## src/rtl/rat_int_ctrl.sv

```systemverilog
// RAT MCU interrupt controller: synchronises and edge-detects eight sources,
// latches them as pending, masks them and drives a stretched INTR pulse with ISR hand-shake.
module rat_int_ctrl #(
    parameter logic [7:0]  MASK_ID     = 8'h44,
    parameter logic [7:0]  CLEAR_ID    = 8'h45,
    parameter logic [7:0]  STATUS_ID   = 8'h21,
    parameter int unsigned INTR_CYCLES = 2
) (
    input  logic       CLK,
    input  logic       RESET_N,
    input  logic [7:0] SRC,
    input  logic [7:0] PORT_ID,
    input  logic [7:0] OUT_PORT,
    input  logic       IO_STRB,
    output logic [7:0] IN_DATA,
    output logic       INTR,
    output logic [7:0] PENDING,
    output logic [7:0] MASK
);

    localparam logic [1:0] ST_IDLE    = 2'd0;
    localparam logic [1:0] ST_ASSERT  = 2'd1;
    localparam logic [1:0] ST_SERVICE = 2'd2;

    localparam logic [3:0] CNT_LOAD = 4'(INTR_CYCLES - 1);

    logic [7:0] r_s1;
    logic [7:0] r_s2;
    logic [7:0] r_s3;
    logic [7:0] r_pending;
    logic [7:0] r_mask;
    logic [1:0] r_state;
    logic [3:0] r_cnt;
    logic       r_intr;

    logic       w_mask_wr;
    logic       w_clr_wr;
    logic [7:0] w_clr_bits;
    logic [7:0] w_edge;
    logic [7:0] w_active;

    assign w_mask_wr  = IO_STRB && (PORT_ID == MASK_ID);
    assign w_clr_wr   = IO_STRB && (PORT_ID == CLEAR_ID);
    assign w_clr_bits = w_clr_wr ? OUT_PORT : 8'h00;
    assign w_edge     = r_s2 & ~r_s3;
    assign w_active   = r_pending & r_mask;

    always_ff @(posedge CLK) begin
        if (!RESET_N) begin
            r_s1      <= 8'h00;
            r_s2      <= 8'h00;
            r_s3      <= 8'h00;
            r_pending <= 8'h00;
            r_mask    <= 8'h00;
            r_state   <= ST_IDLE;
            r_cnt     <= 4'd0;
            r_intr    <= 1'b0;
        end else begin
            r_s1 <= SRC;
            r_s2 <= r_s1;
            r_s3 <= r_s2;
            // A fresh edge outranks a simultaneous write-1-to-clear so it is never lost.
            r_pending <= (r_pending & ~w_clr_bits) | w_edge;
            if (w_mask_wr) begin
                r_mask <= OUT_PORT;
            end

            case (r_state)
                ST_IDLE: begin
                    if (w_active != 8'h00) begin
                        r_state <= ST_ASSERT;
                        r_cnt   <= CNT_LOAD;
                        r_intr  <= 1'b1;
                    end
                end
                ST_ASSERT: begin
                    if (r_cnt == 4'd0) begin
                        r_state <= ST_SERVICE;
                        r_intr  <= 1'b0;
                    end else begin
                        r_cnt <= r_cnt - 4'd1;
                    end
                end
                ST_SERVICE: begin
                    // Any CLEAR_ID write, even with zero data, is the ISR acknowledge.
                    if (w_clr_wr) begin
                        r_state <= ST_IDLE;
                    end
                end
                default: begin
                    r_state <= ST_IDLE;
                    r_intr  <= 1'b0;
                end
            endcase
        end
    end

    assign IN_DATA = (PORT_ID == STATUS_ID) ? r_pending : 8'h00;
    assign INTR    = r_intr;
    assign PENDING = r_pending;
    assign MASK    = r_mask;

endmodule

```

## config.mk

```make
export PLATFORM = sky130hd
export DESIGN_NAME = rat_int_ctrl
export DESIGN_NICKNAME = d
export VERILOG_FILES = /design/src/rtl/rat_int_ctrl.sv
export SDC_FILE = /design/constraint.sdc
export NUM_CORES = 1
export LEC_CHECK = 0
export ABC_CLOCK_PERIOD_IN_PS = 3570
export CAP_MARGIN = 10
export CELL_PAD_IN_SITES_DETAIL_PLACEMENT = 1
export CELL_PAD_IN_SITES_GLOBAL_PLACEMENT = 1
export CORE_UTILIZATION = 30
export CTS_BUF_LIST = sky130_fd_sc_hd__clkbuf_16
export CTS_CLUSTER_SIZE = 28
export DETAILED_ROUTE_END_ITERATION = 12
export HOLD_SLACK_MARGIN = 0.15
export PLACE_DENSITY = 0.71
export SETUP_SLACK_MARGIN = 0.2
export SLEW_MARGIN = 20
export SYNTH_ARGS = -nofsm -noshare
export SYNTH_HDL_FRONTEND = slang
export SYNTH_SLANG_ARGS = --single-unit
```

## constraint.sdc

```tcl
create_clock -name CLK -period 3.57 [get_ports CLK]
set_input_delay 0.714 -clock CLK [delete_from_list [all_inputs] [get_ports CLK]]
set_output_delay 0.714 -clock CLK [all_outputs]
set_load 0.005 [all_outputs]
```

==> out/metrics.cfg <==
[clocking]
clockBufferDepth = 2
cts.sinks = 47
clk_pin_slew_ns = 0.06
cts_buffers = 5
htree_num_levels = 2
cts_tree = built
cts_root_buf = clkbuf_16
insertion_delay_ns = 0.28

[synthesis]
synth_compound_area_frac = 0.1043
yosysMostFrequentCell = dfxtp_1
yosysTopAreaCell = dfxtp_1
synthMuxAreaShare = 0.05827
yosysSeqAreaShare = 0.5410
synth_seq_cells = 47
synth_top_family_by_area = simple AND/OR/NAND/NOR gates
synthAdderAreaFrac = 0.007194
ys_top_cells_by_count = dfxtp_1 (47), and2_1 (32), inv_1 (14)
synth_nets = 201
synthCells = 173
postSynthAreaPerCell_um2 = 10.05
synth_xor_area_frac = 0
synthArstFlopShare = 0
yosys.area.top_type_share = 0.5410
yosysWarnings = 0
ys.flop_type = dfxtp_1
netlist_area_um2 = 1739
yosys.area_share.simple = 0.2439
yosysUniqueCellTypes = 33
synth_area_leaders = dfxtp_1 (54%), and2_1 (12%), mux2i_1 (5.2%)
synth_edf_count = 0

[global_route]
grt_use_total = 0.1435
grt_pass1_wl_um = 6699
antenna_found_initial = 0
grt_max_degree = 25
grt_pass1_vias = 1388
grt_overflow = 0

[die]
initial_core_util = 0.3139
core_um2 = 5540
die_h_um = 78.14
io_pins = 52
core.rowCount = 27
die_w_um = 78.14
die_area_um2 = 6106

[power]
p_leak_nw = 1.044
ir_worst_vdd_v = 0.0002207
power_density_nw_per_um2 = 450.7
fin_total_pwr_mw = 1.141

[routing]
initialDrtViolationCount = 44
antenna_left = 0
detail_route.wl_per_cell_um = 13.30
routed_wl_um = 4057
drc = 0
vias = 1397
drtPass1Iterations = 4
vias_per_cell = 4.580

[final_layout]
area_growth_pct = 45.61
nets = 260
antenna_cells_inserted = 0
fillCellCount = 627
drive_above_1_share = 0.08584
layout.cells.non_filler = 305

[timing]
worst_pin_slew_ns = 0.5987
hold_viol = 0
timing.final.crit_share = 0.9248
slew_headroom = 0.5978
fmax_mhz = 302.9
tns_ns = 0
setup_violations = 0
finClkSkew_ns = 0.004993
period_needed_ns = 3.302
slew_viol_final = 0
rsz0062_at_grt = yes

[setup_path]
worstRegToRegCells = 6
critical_path_required_ns = 2.86
crit_end = IN_DATA[0]
timing.rr.start = r_cnt[0]
path_max_fanout = 5
cp_slowest_stage_delay_ns = 0.54
critPathSlowestCell = or4b_4
crit_type = input pin to output port
cp-startpoint = PORT_ID[3]
cp-end-kind = output port
cp-start-kind = input pin
cp.arrival_ns = 2.59
crit_top_cell = clkdlybuf4s50_1
path_cells = clkdlybuf4s50_1 > or4b_4 > nor3_2 > buf_4 > and2_1 > clkdlybuf4s50_1
r2r_end = r_cnt[0]
rrSetupSlack_ns = 1.98

[placed_design]
dp.cells = 294
hpwl_um = 3003
place_congestion = 0.7425
numPortBuffers = 51

[run]
cap_violations = 0

[status]
status = finished clean

[min_path]
min_path_type = flop to flop

==> stage by stage <==
stage | hold slack [ns] | area [um2] | util | setup slack, ns
final | 0.4276 | 2532 | 0.4571 | 0.2684
after global routing | 0.4439 | 2532 | 0.4571 | 0.1889
after CTS | 0.4322 | 2525 | 0.4557 | 0.2523
after detailed placement | 0.4167 | 2344 | 0.4230 | 0.09197
after global placement | 0.4094 | 2344 | 0.4230 | 0.1237
after floorplan | 0.4057 | 1739 | - | 1.077
==> power breakdown <==
part	total [mW]	switching [mW]	leakage, nW	internal [mW]
registers	0.549	0.00792	0.384	0.541
clock network	0.522	0.193	0.0838	0.330
logic	0.0705	0.0230	0.576	0.0475
total	1.14	0.223	1.04	0.918
==> cell families after synthesis <==
| family | Yosys count |
|---|---|
| buffers and inverters | 20 |
| multiplexers | 10 |
| flip-flops | 47 |
| AND/OR/NAND/NOR | 73 |
| AO/OA/AOI/OAI | 22 |
| adder cells (fa/ha/maj) | 1 |
==> worst min path at each step <==
stage / start / to / slack [ns] / cells after the start
final: r_s1[5] / r_s2[5] / 0.43 / 1
after global routing: r_s1[5] / r_s2[5] / 0.44 / 1
after CTS: r_s1[5] / r_s2[5] / 0.43 / 1
after detailed placement: r_s1[5] / r_s2[5] / 0.42 / 1
after global placement: r_s1[5] / r_s2[5] / 0.41 / 1
after floorplan: r_s1[5] / r_s2[5] / 0.41 / 1
==> area by class of cell <==
| type | instances | area [um2] | area share |
|---|---|---|---|
| sequential | 47 | 940.9 | 0.3715 |
| multi-input combinational | 106 | 723.2 | 0.2856 |
| timing repair buffer | 58 | 556.8 | 0.2199 |
| clock buffer | 5 | 125.1 | 0.04941 |
| tap | 72 | 90.09 | 0.03557 |
| inverter | 14 | 52.55 | 0.02075 |
| clock inverter | 3 | 43.79 | 0.01729 |
==> cells in the final DEF, fill, tap and decap left out, drive strengths merged, types with 2 or more instances in the layout <==
cell type	n
dfxtp	47
o21a	2
a32o	8
clkbuf	5
nor3	6
nor4	2
and2	32
inv	14
dlygate4sd2	5
o21ai	2
nand3	2
a22oi	4
clkdlybuf4s50	46
nand2	13
clkinv	2
nor2	10
or3b	2
buf	7
mux2i	9
==> registers in the layout, summed over array words and instances, names as in the netlist <==
register and flops:
MASK 8, PENDING 8, r_s1 8, r_s2 8
r_s3 8, r_cnt 4, r_state 2, INTR 1
==> worst max-delay path: cells and delay by family <==
family,cells,cell delay [ns]
AND/OR/NAND/NOR,3,0.80
buffers and inverters,3,1.08
==> repair_timing <==
item | in CTS | in global routing
gates resized for setup | 6 | 0
setup endpoints to repair | 8 | 1
hold buffers | 0 | 0
buffers inserted | 2 | 1
==> per-layer routing <==
| metal | wire [um] | global-route usage | vias to the layer above | part of all wire |
|---|---|---|---|---|
| li1 | - | - | 706 | - |
| met1 | 1988 | 0.1839 | 644 | 0.49 |
| met2 | 1778 | 0.2228 | 42 | 0.44 |
| met3 | 214 | 0.03605 | 5 | 0.053 |
| met4 | 76 | 0.07222 | 0 | 0.019 |
| met5 | 0 | 0 | - | 0 |
Power figures use the tool's default switching activity.
